--- src/rtl/counters_pkg.sv ---
// rtl/counters_pkg.sv - shared types and encodings for the counters subsystem
package counters_pkg;

  typedef enum logic [1:0] {
    INIT   = 2'd0,
    SEARCH = 2'd1,
    UP     = 2'd2,
    DOWN   = 2'd3
  } mon_state_t;

  typedef enum logic [1:0] {
    UP_STEP = 2'd0,
    DN_STEP = 2'd1,
    HOLD    = 2'd2,
    JUMP    = 2'd3
  } step_class_t;

  localparam logic [1:0] DIR_NONE = 2'b00;
  localparam logic [1:0] DIR_UP   = 2'b01;
  localparam logic [1:0] DIR_DN   = 2'b10;

  function automatic logic [1:0] dir_of(input mon_state_t st);
    case (st)
      UP:      dir_of = DIR_UP;
      DOWN:    dir_of = DIR_DN;
      default: dir_of = DIR_NONE;
    endcase
  endfunction

endpackage

--- src/rtl/count_step_classify.sv ---
// rtl/count_step_classify.sv - classifies one count step and detects wraps
module count_step_classify
  import counters_pkg::*;
#(
  parameter int WIDTH = 4
) (
  input  logic [WIDTH-1:0] prev,
  input  logic [WIDTH-1:0] count_in,
  output step_class_t      step,
  output logic             is_wrap_up,
  output logic             is_wrap_down
);

  logic [WIDTH-1:0] delta;

  // Modulo subtraction makes max->0 an ordinary up step and 0->max a down step.
  assign delta = count_in - prev;

  always_comb begin
    step = JUMP;
    if (delta == WIDTH'(1))
      step = UP_STEP;
    else if (delta == '1)
      step = DN_STEP;
    else if (delta == '0)
      step = HOLD;
  end

  assign is_wrap_up   = (prev == '1) && (count_in == '0);
  assign is_wrap_down = (prev == '0) && (count_in == '1);

endmodule

--- src/rtl/count_sequence_monitor.sv ---
// rtl/count_sequence_monitor.sv - passive monitor of the up/down counter output bus
module count_sequence_monitor
  import counters_pkg::*;
#(
  parameter int WIDTH    = 4,
  parameter int LOCK_CNT = 2,
  parameter int CNT_W    = 8
) (
  input  logic             clk,
  input  logic             reset,
  input  logic [WIDTH-1:0] count_in,
  output logic [1:0]       dir,
  output logic             locked,
  output logic             wrap_up,
  output logic             wrap_down,
  output logic             reversal,
  output logic             step_err,
  output logic [CNT_W-1:0] wrap_cnt,
  output logic [CNT_W-1:0] err_cnt
);

  localparam logic [2:0] LOCK_V = 3'(LOCK_CNT);

  mon_state_t       state_q, state_d;
  logic [2:0]       run_q, run_d;
  logic             run_up_q, run_up_d;
  logic [WIDTH-1:0] prev_q;

  step_class_t      step;
  logic             is_wu, is_wd;
  logic             wu_d, wd_d, rev_d, err_d;
  logic [2:0]       run_inc;

  count_step_classify #(.WIDTH(WIDTH)) u_classify (
    .prev         (prev_q),
    .count_in     (count_in),
    .step         (step),
    .is_wrap_up   (is_wu),
    .is_wrap_down (is_wd)
  );

  always_comb begin
    state_d  = state_q;
    run_d    = run_q;
    run_up_d = run_up_q;
    wu_d     = 1'b0;
    wd_d     = 1'b0;
    rev_d    = 1'b0;
    err_d    = 1'b0;
    run_inc  = run_q + 3'd1;

    if (state_q != INIT) begin
      wu_d = is_wu;
      wd_d = is_wd;
    end

    case (state_q)
      INIT: begin
        state_d = SEARCH;
        run_d   = 3'd0;
      end
      SEARCH: begin
        case (step)
          UP_STEP, DN_STEP: begin
            // A step against the current run direction starts a fresh run of 1.
            if (run_q != 3'd0 && run_up_q == (step == UP_STEP))
              run_d = run_inc;
            else
              run_d = 3'd1;
            run_up_d = (step == UP_STEP);
            if (run_d == LOCK_V)
              state_d = (step == UP_STEP) ? UP : DOWN;
          end
          JUMP: begin
            err_d = 1'b1;
            run_d = 3'd0;
          end
          default: ;
        endcase
      end
      UP, DOWN: begin
        case (step)
          UP_STEP: begin
            if (state_q == DOWN) begin
              rev_d   = 1'b1;
              state_d = UP;
            end
          end
          DN_STEP: begin
            if (state_q == UP) begin
              rev_d   = 1'b1;
              state_d = DOWN;
            end
          end
          JUMP: begin
            err_d   = 1'b1;
            state_d = SEARCH;
            run_d   = 3'd0;
          end
          default: ;
        endcase
      end
      default: state_d = INIT;
    endcase
  end

  always_ff @(posedge clk) begin
    if (!reset) begin
      state_q   <= INIT;
      run_q     <= 3'd0;
      run_up_q  <= 1'b0;
      prev_q    <= '0;
      dir       <= DIR_NONE;
      locked    <= 1'b0;
      wrap_up   <= 1'b0;
      wrap_down <= 1'b0;
      reversal  <= 1'b0;
      step_err  <= 1'b0;
      wrap_cnt  <= '0;
      err_cnt   <= '0;
    end else begin
      state_q   <= state_d;
      run_q     <= run_d;
      run_up_q  <= run_up_d;
      prev_q    <= count_in;
      dir       <= dir_of(state_d);
      locked    <= (state_d == UP) || (state_d == DOWN);
      wrap_up   <= wu_d;
      wrap_down <= wd_d;
      reversal  <= rev_d;
      step_err  <= err_d;
      if (wu_d || wd_d)
        wrap_cnt <= wrap_cnt + 1'b1;
      // Error count saturates so a long fault burst never reads as a small number.
      if (err_d && (err_cnt != '1))
        err_cnt <= err_cnt + 1'b1;
    end
  end

endmodule

--- config.mk ---
export PLATFORM = sky130hd
export DESIGN_NAME = count_sequence_monitor
export DESIGN_NICKNAME = d
export VERILOG_FILES = /design/src/rtl/counters_pkg.sv /design/src/rtl/count_step_classify.sv /design/src/rtl/count_sequence_monitor.sv
export SDC_FILE = /design/constraint.sdc
export NUM_CORES = 1
export LEC_CHECK = 0
export CORE_MARGIN = 2
export CORE_UTILIZATION = 45
export CTS_CLUSTER_DIAMETER = 40
export DETAILED_ROUTE_END_ITERATION = 12
export GPL_TIMING_DRIVEN = 0
export HOLD_SLACK_MARGIN = 0.08
export PLACE_DENSITY = 0.78
export SETUP_SLACK_MARGIN = 0.2
export SYNTH_ARGS = -nofsm -noshare
export SYNTH_HDL_FRONTEND = slang
export SYNTH_SLANG_ARGS = --single-unit
--- constraint.sdc ---
create_clock -name clk -period 2.61 [get_ports clk]
set_clock_uncertainty 0.05 [all_clocks]
set_input_delay 0.522 -clock clk [delete_from_list [all_inputs] [get_ports clk]]
set_output_delay 0.522 -clock clk [all_outputs]
set_load 0.005 [all_outputs]
=== Yosys cells after proc, flatten, opt, wreduce, memory -nomap -nowiden ===
Cells that the tools add are included.

* Add/sub/neg operators: 4
* $mul: 0
* Div/mod/pow operators: 0
* Order comparisons: 0
* Equality and inequality tests: 16
* Shift operators: 0
* Muxes and demuxes: 24
* Bitwise operators: 0
* Reduce and logical (&&, ||, !) cells: 19

{| class="wikitable"
|+ Operators with widths
! cell !! number
|-
| 8-bit by 1-bit adder with 8-bit output (second input constant) || 2
|-
| 4-bit == test (second input constant) || 3
|-
| 4-bit logical NOT || 3
|-
| 2-bit 2-to-1 mux || 6
|-
| 3-bit 2-to-1 mux || 4
|-
| 2-bit case mux with 3 select lines || 2
|-
| 2-bit == test (second input constant) || 5
|-
| 3-bit case mux with 3 select lines || 1
|-
| 1-bit 2-to-1 mux || 8
|-
| 8-bit != test (second input constant) || 1
|-
| 3-bit case mux with 2 select lines || 1
|-
| 2-bit AND reduction || 3
|-
| 2-bit by 1-bit == test with 1-bit output (second input constant) || 2
|-
| 4-bit by 1-bit == test with 1-bit output (second input constant) || 1
|-
| 1-bit logical AND || 4
|-
| 2-bit logical NOT || 2
|-
| 2-bit case mux with 2 select lines || 1
|-
| 2-bit OR reduction || 2
|-
| 4-bit subtractor || 1
|-
| 3-bit by 1-bit adder with 3-bit output (second input constant) || 1
|-
| 3-bit by 2-bit == test with 1-bit output (second input constant) || 1
|-
| 3-bit != test (second input constant) || 1
|-
| 3-bit nonzero test || 1
|-
| 3-bit OR reduction || 1
|-
| 5 further kinds || 6
|}

* Register bits: 33
* Bits in latches: 0
* RAM bits: 0
* ROM bits: 0
* Bits of input ports: 6
* Word-level logic and storage cells: 75
* Memories: 0

=== Longest topological paths before layout ===
Gate-level depths: netlist (run 1).

* Depth after elaboration: 17
* Gate-level depth with buffers: 12
* Gate-level depth less buffers: 10

=== Modules after synthesis ===
A second synthesis (run 1) with hierarchy kept.

* Cell total of the unflattened synthesis: 179
* Area total of the unflattened synthesis: 1,731.7 µm²

{| class="wikitable"
|+ Modules (own cells, without submodules)
! module !! times used !! cells each !! area an instance (µm²)
|-
| count_sequence_monitor || 1 || 155 || 1,541.5
|-
| count_step_classify || 1 || 24 || 190.2
|}

=== Worst setup path after synthesis (run 1) ===
OpenSTA, ideal clock, no wires.

* Kind: input to register
* Start: in count_in[0]
* End: reg err_cnt[7]
* Library setup time: 0.118 ns
* Arrival: 2.418 ns
* Path slack: 0.024 ns
* Cell stages on the path: 12
* Buffers on the path: 2
* Cells stage by stage: inv_1 -> ha_1 -> inv_1 -> fa_1 -> xor2_1 -> nand3b_1 -> or3_1 -> buf_6 -> and3_4 -> buf_6 -> and4_4 -> mux2i_1

* Longest elaborated chain between the ends: 9
* Elaborated cells between the ends (all ways): 11
* Those cells by class: add/sub (1); eq/ne (3); mux (5); reduce/logical (2)

{| class="wikitable"
|+ Ends and longest elaborated chain
! element !! RTL line !! text
|-
| start, declared || count_sequence_monitor.sv:11 || <nowiki>input logic [WIDTH-1:0] count_in,</nowiki>
|-
| 4-bit subtractor * || count_step_classify.sv:17 || <nowiki>assign delta = count_in - prev;</nowiki>
|-
| 4-bit logical NOT || count_step_classify.sv:25 || <nowiki>else if (delta == '0)</nowiki>
|-
| 1-bit 2-to-1 mux || count_step_classify.sv:25 ||
|-
| 2-bit 2-to-1 mux || count_step_classify.sv:23 || <nowiki>else if (delta == '1)</nowiki>
|-
| 2-bit 2-to-1 mux * || count_step_classify.sv:21 || <nowiki>if (delta == WIDTH'(1))</nowiki>
|-
| 2-bit == test * || count_sequence_monitor.sv:63, count_sequence_monitor.sv:82 ||
|-
| 1-bit 2-to-1 mux * || count_sequence_monitor.sv:63, count_sequence_monitor.sv:82 ||
|-
| 1-bit 2-to-1 mux * || -- ||
|-
| 1-bit logical AND * || count_sequence_monitor.sv:135 || <nowiki>if (err_d && (err_cnt != '1))</nowiki>
|-
| end signal, assigned || count_sequence_monitor.sv:136 || <nowiki>err_cnt <= err_cnt + 1'b1;</nowiki>
|-
| end, declared || count_sequence_monitor.sv:19 || <nowiki>output logic [CNT_W-1:0] err_cnt</nowiki>
|}

Every way passes the cells marked *; elsewhere a longest branch is shown, timed or not.
A chain may end at the register's enable or synchronous reset.

=== Final worst setup path (run 1) ===
* Start: reg prev_q[0]
* End: reg err_cnt[7]

* Longest elaborated chain between the ends: 9
* Elaborated cells between the ends (all ways): 11
* Those cells by class: add/sub (1); eq/ne (3); mux (5); reduce/logical (2)

{| class="wikitable"
|+ Ends and longest elaborated chain
! element !! RTL line !! text
|-
| start, declared || count_sequence_monitor.sv:27 || <nowiki>logic [WIDTH-1:0] prev_q;</nowiki>
|-
| start signal, assigned || count_sequence_monitor.sv:125 || <nowiki>prev_q <= count_in;</nowiki>
|-
| 4-bit subtractor * || count_step_classify.sv:17 ||
|-
| 4-bit logical NOT || count_step_classify.sv:25 ||
|-
| 1-bit 2-to-1 mux || count_step_classify.sv:25 ||
|-
| 2-bit 2-to-1 mux || count_step_classify.sv:23 ||
|-
| 2-bit 2-to-1 mux * || count_step_classify.sv:21 ||
|-
| 2-bit == test * || count_sequence_monitor.sv:63, count_sequence_monitor.sv:82 ||
|-
| 1-bit 2-to-1 mux * || count_sequence_monitor.sv:63, count_sequence_monitor.sv:82 ||
|-
| 1-bit 2-to-1 mux * || -- ||
|-
| 1-bit logical AND * || count_sequence_monitor.sv:135 ||
|}

Marked as above.

==> results.cfg, run 1 <==
[placed_design]
gp_congestion = 0.8000
hpwl_um = 2689
placed_cell_area_sq_um = 1992
portBuffers = 28

[yosys]
synth_top_area_frac = 0.4080
syn_area_sq_um = 1619
yosys.area.top_type = dfxtp_1
synthTopCellsByArea = dfxtp_1, ha_1, and2_1, mux2i_1, nand4_1
ys_ff_latch = 33
synth_cells = 174
synth_area_per_cell_sq_um = 9.305
synth.yosys.seq_area_share = 0.4080
ys_warn_count = 0
syn_nets = 188
yosysUniqueCellTypes = 37

[die]
die_area_sq_um = 4093
fp.dieW_um = 63.98
core_sq_um = 3390
die_h_um = 63.98
io_pins = 29
start_util = 0.4777
row_count = 21

[drt]
first_pass_iters = 4
postRouteAntennaNets = 0
wirelength_um = 3654
num_vias = 1369
routedWlPerCell_um = 14.16
vias_per_cell = 5.306
drc = 0
drt-initial-drc-count = 45

[hold_path]
holdPathStages = 2
hold_path_class = input pin to flip-flop
min_from = count_in[0]
hold-path-endpoint = prev_q[0]$_SDFF_PN0_

[cells_and_area]
final_common_cell = dfxtp_1
fillers = 289
final_cell_mix = dfxtp_1, clkdlybuf4s50_1, nand2_1, and2_1, nor2_1
final_util = 0.6279
antenna_cells = 0
finalNetCount = 225
final_area_sq_um = 2128
syn2layout_area_growth_pct = 31.45
drive_above_1_share = 0.1415

[timing]
tightest_slew_ps = 412.2
finalCriticalPeriod_ps = 2358
rsz0062_at_grt = true
fmax_mhz = 424.1
slew_viol_final = 0
setup_viol_count_final = 0
finalCritPeriodShare = 0.9035
hold_viol_final = 0
maxSlewHeadroom = 0.7252

[worst_setup_path]
crit_buf_inv = 3
worstSetupPathDepth = 10
worstSetupPathType = flip-flop to flip-flop
end_kind = flip-flop
cp_top_family = simple AND/OR/NAND/NOR gates
r2r-end = err_cnt[7]$_SDFFE_PN0P_
slowest_stage = fa_2
crit_path_max_incr_delay_ps = 550
rr_worst_depth = 10
worst_path_most_repeated_cell = buf_6
r2r_start = prev_q[0]$_SDFF_PN0_
crit_chain = ha_4, inv_2, fa_2, nand3b_1, or3_1, buf_6, and3_4, buf_6, and4_4, mux2i_1
cp.required_ps = 2800
cp.arrival_ps = 2540
cp-start-kind = flip-flop
r2r_slack_ps = 250
crit_path_max_fanout = 8

[status]
status = completed

[clock_network]
cts_root_buffer = clkbuf_4
clk_latency_ps = 330
ctsHoldBuffers = 0
clkTransAtPathRegs_ps = 100
clkSinkCount = 33
h-tree-depth = 2
clockBufferDepth = 2
cts_buffers = 5
cts_tree = built

[pwr]
leakagePower_uw = 0.0008093
power.density_nw_per_um2 = 506.7
peakVddDrop_v = 0.0003487

[grt]
grt_pass1_vias = 1409
grt-ovfl-total = 0
grtUsageTotal = 0.2018
grt_pass1_wl_um = 6403
grt_max_degree = 12
antenna_found_initial = 0

[run]
cap_violations = 0
-- stage by stage --
stage	setup WS (ps)	TNS (ps)	cells	hold WS [ps]	total power, uW
6_report	251.9	0	258	435.9	1078
3_3_place_gp	-649.0	-9714	248	423.3	666.4
2_1_floorplan	80.96	0	174	417.1	625.3
3_5_place_dp	-686.4	-10730	248	431.9	672.7
4_1_cts	202.9	0	258	423.8	1083
5_1_grt	153.6	0	258	435.2	1135
-- cell usage after synthesis, drive strengths merged --
master and number:
nand2 13, ha 7, dfxtp 33, buf 2, fa 1, nand3 1, a221o 1, a31oi 3
and4bb 1, or3 2, nor2b 9, a21boi 2, nor3 2, nand4 9, nand2b 7, nand3b 2
o21a 1, nor4bb 1, o211ai 1, clkbuf 3, o31ai 1, a32o 1, nor2 11, nor3b 3
a21oi 5, and4 1, and3 6, o21ai 6, xnor2 5, and2 13, a22o 1, mux2i 8
inv 6, xor2 6
-- cells by family (layout without fill, tap and decap cells) --
logic type                 count (synthesis)  count (layout)  synth area share
AOI/OAI and AO/OA                         22              22           0.08888
buffers and inverters                     11              49           0.03477
DFF                                       33              33            0.4080
xor gates and xnor gates                  11              11           0.05950
and+or+nand+nor                           81              81            0.2929
adders and majority gates                  8               8           0.06646
muxes                                      8               8           0.04946
-- layer usage --
metal  vias to the layer above  global-route usage  share of wire
li1                        684                   -              -
met1                       646              0.2278           0.41
met2                        34              0.3555           0.53
met3                         5             0.06162          0.045
met4                         0             0.07337          0.013
met5                         -                   0              0
-- power breakdown --
group	leakage (uW)	internal (uW)	switching, uW	total (uW)
sequential	0.000268	516	15.3	531
clock	0.0000445	228	176	403
combinational	0.000497	74.2	69.8	144
total	0.000809	817	261	1080
-- worst max path at each step --
stage,slack (ps),endpoint,start
2_1_floorplan,80,err_cnt[7]$_SDFFE_PN0P_,count_in[0]
3_3_place_gp,-650,err_cnt[7]$_SDFFE_PN0P_,count_in[0]
3_5_place_dp,-690,err_cnt[7]$_SDFFE_PN0P_,count_in[0]
4_1_cts,200,err_cnt[7]$_SDFFE_PN0P_,prev_q[0]$_SDFF_PN0_
5_1_grt,150,err_cnt[6]$_SDFFE_PN0P_,count_in[1]
6_report,250,err_cnt[7]$_SDFFE_PN0P_,prev_q[0]$_SDFF_PN0_
-- registers in the layout (all words and copies together), names as in the netlist --
name	cells
err_cnt	8
wrap_cnt	8
prev_q	4
run_q	3
dir	2
state_q	2
locked	1
reversal	1
run_up_q	1
step_err	1
wrap_down	1
wrap_up	1
-- area by class of cell --
cell class / instances / area [sq um] / share of cell area
inverters: 6 / 35.03 / 0.01646
flip-flops and latches: 33 / 661.9 / 0.3110
plain buffers: 5 / 33.78 / 0.01587
clock buffers: 6 / 51.30 / 0.02410
repair buffers: 30 / 290.3 / 0.1364
well taps: 46 / 57.56 / 0.02704
multi-input cells: 130 / 960.9 / 0.4515
clock inverters: 2 / 37.54 / 0.01764
-- repair_timing --
item | in CTS | in global routing
pin swaps | 2 | 2
buffers inserted | 2 | 0
gates resized for setup | 11 | 4
endpoints found under the setup margin | 21 | 11
Note: power is estimated with default switching activity, not from simulation.
==> run 2: changes to the inputs <==
Settings changed: PLACE_DENSITY 0.78 to 0.75.
Clock period 2.61 ns to 2.2 ns, I/O delays scaled along.
==> results.cfg, run 2 (synthesized netlist as in run 1, its figures left out) <==
[grt]
grt-ovfl-total = 0
grtUsageTotal = 0.1776
grt_pass1_wl_um = 5768
antenna_found_initial = 0
grt_max_degree = 12
grt_pass1_vias = 1364

[cells_and_area]
final_common_cell = dfxtp_1
final_util = 0.6670
syn2layout_area_growth_pct = 39.64
final_cell_mix = dfxtp_1, clkdlybuf4s50_1, nand2_1, and2_1
final_cells = 267
drive_above_1_share = 0.2127
antenna_cells = 0
finalNetCount = 234
top_regs = err_cnt: 8 flops, wrap_cnt: 8 flops, prev_q: 4 flops
final_area_sq_um = 2261

[drt]
num_vias = 1383
drt-initial-drc-count = 30
first_pass_iters = 4
routedWlPerCell_um = 13.41
wirelength_um = 3581
postRouteAntennaNets = 0
vias_per_cell = 5.180
drc = 0

[clock_network]
clockBufferDepth = 2
cts_tree = built
h-tree-depth = 2
ctsHoldBuffers = 0
clk_latency_ps = 330
cts_buffers = 5
cts_root_buffer = clkbuf_4
clkTransAtPathRegs_ps = 100
clkSinkCount = 33

[worst_setup_path]
cp-startpoint = prev_q[0]$_SDFF_PN0_
crit_buf_inv = 2
r2r_slack_ps = -200
crit_path_max_incr_delay_ps = 550
cp_top_family = adder cells
slowest_stage = fa_2
cp.arrival_ps = 2630
cp-start-kind = flip-flop
crit_chain = ha_4, inv_2, fa_2, nand3b_1, or3_1, buf_6, a21boi_1, o21a_1, a221o_1
end_kind = flip-flop
crit_path_max_fanout = 7
cp.required_ps = 2430
worstSetupPathType = flip-flop to flip-flop
r2r_start = prev_q[0]$_SDFF_PN0_

[hold_path]
min_from = count_in[0]
hold_path_class = input pin to flip-flop

[die]
core_sq_um = 3390
start_util = 0.4777
fp.dieW_um = 63.98
die_area_sq_um = 4093
row_count = 21
die_h_um = 63.98
io_pins = 29

[timing]
slew_viol_final = 0
tightest_slew_ps = 389.5
maxSlewHeadroom = 0.7376
holdWs_ps = 394.8
hold_viol_final = 0
finalCritPeriodShare = 1.092
rsz0062_at_grt = true
worst_slack_ps = -201.5
setup_viol_count_final = 17
fmax_mhz = 416.4
finalCriticalPeriod_ps = 2402

[pwr]
clockPowerShare = 0.364
p_int_uw = 991.4
power_uw = 1315
power.density_nw_per_um2 = 581.4
peakVddDrop_v = 0.0004434
seqPwrFrac = 0.481
switching_share = 0.2459
power.combinational.fraction = 0.156
leakagePower_uw = 0.0008720
switchingPower_uw = 323.2

[placed_design]
portBuffers = 28
hpwl_um = 2470
gp_congestion = 0.8077
post-place-cells = 248
placed_cell_area_sq_um = 1992

[status]
status = finished, violations left
violations = negative setup slack

[run]
cap_violations = 0
## run 2: changes by cell type in the layout (fill, tap and decap cells not counted), moves of 2 or more
cell,previous run,this run
o21ai_2,1,3
a21boi_1,0,2
o21ai_0,4,2
buf_4,3,10
a21boi_0,2,0
## run 2: worst paths after layout
check | endpoint | cells past startpoint
worst min-delay path | prev_q[0]$_SDFF_PN0_ | 2
worst max register to register | run_q[2]$_SDFFE_PN0P_ | 9
worst max-delay path | run_q[2]$_SDFFE_PN0P_ | 9
worst min register to register | err_cnt[7]$_SDFFE_PN0P_ | 2
## run 2: final cells by class
type,count,area (sq um)
Fill cell,281,1129
Multi-Input combinational cell,130,1022
Tap cell,46,57.56
Clock buffer,6,51.30
Inverter,6,35.03
Timing Repair Buffer,39,361.6
Sequential cell,33,661.9
Buffer,5,33.78
Clock inverter,2,37.54
## run 2: repair_timing
item	4_1_cts	5_1_grt
endpoints found under the setup margin	27	20
resized for setup	18	12
setup buffers	5	6
hold endpoints to repair	0	0
pin swaps	10	8
## run 2: power groups by stage
stage                     registers (uW)  logic (uW)  clock network (uW)
final                                632         205                 478
after global routing                 635         221                 511
after detailed placement             644         154                   0
after CTS                            630         176                 486
after floorplan                      640         102                   0
after global placement               643         149                   0
## run 2: per-layer routing
| metal | global-route usage | share of wire | wire length (um) |
|---|---|---|---|
| met5 | 0 | 0 | 0 |
| met2 | 0.3242 | 0.51 | 1817 |
| met1 | 0.2002 | 0.45 | 1612 |
| met3 | 0.04401 | 0.025 | 91 |
| met4 | 0.05707 | 0.016 | 59 |
## run 2: through the flow
| step | setup TNS, ps | worst slack [ps] |
|---|---|---|
| finish | -1922 | -201.5 |
| detailed placement | -19000 | -1007 |
| global placement | -17820 | -952.9 |
| global route | -3069 | -266.5 |
| CTS | -1287 | -159.3 |
| floorplan | -1717 | -247.0 |
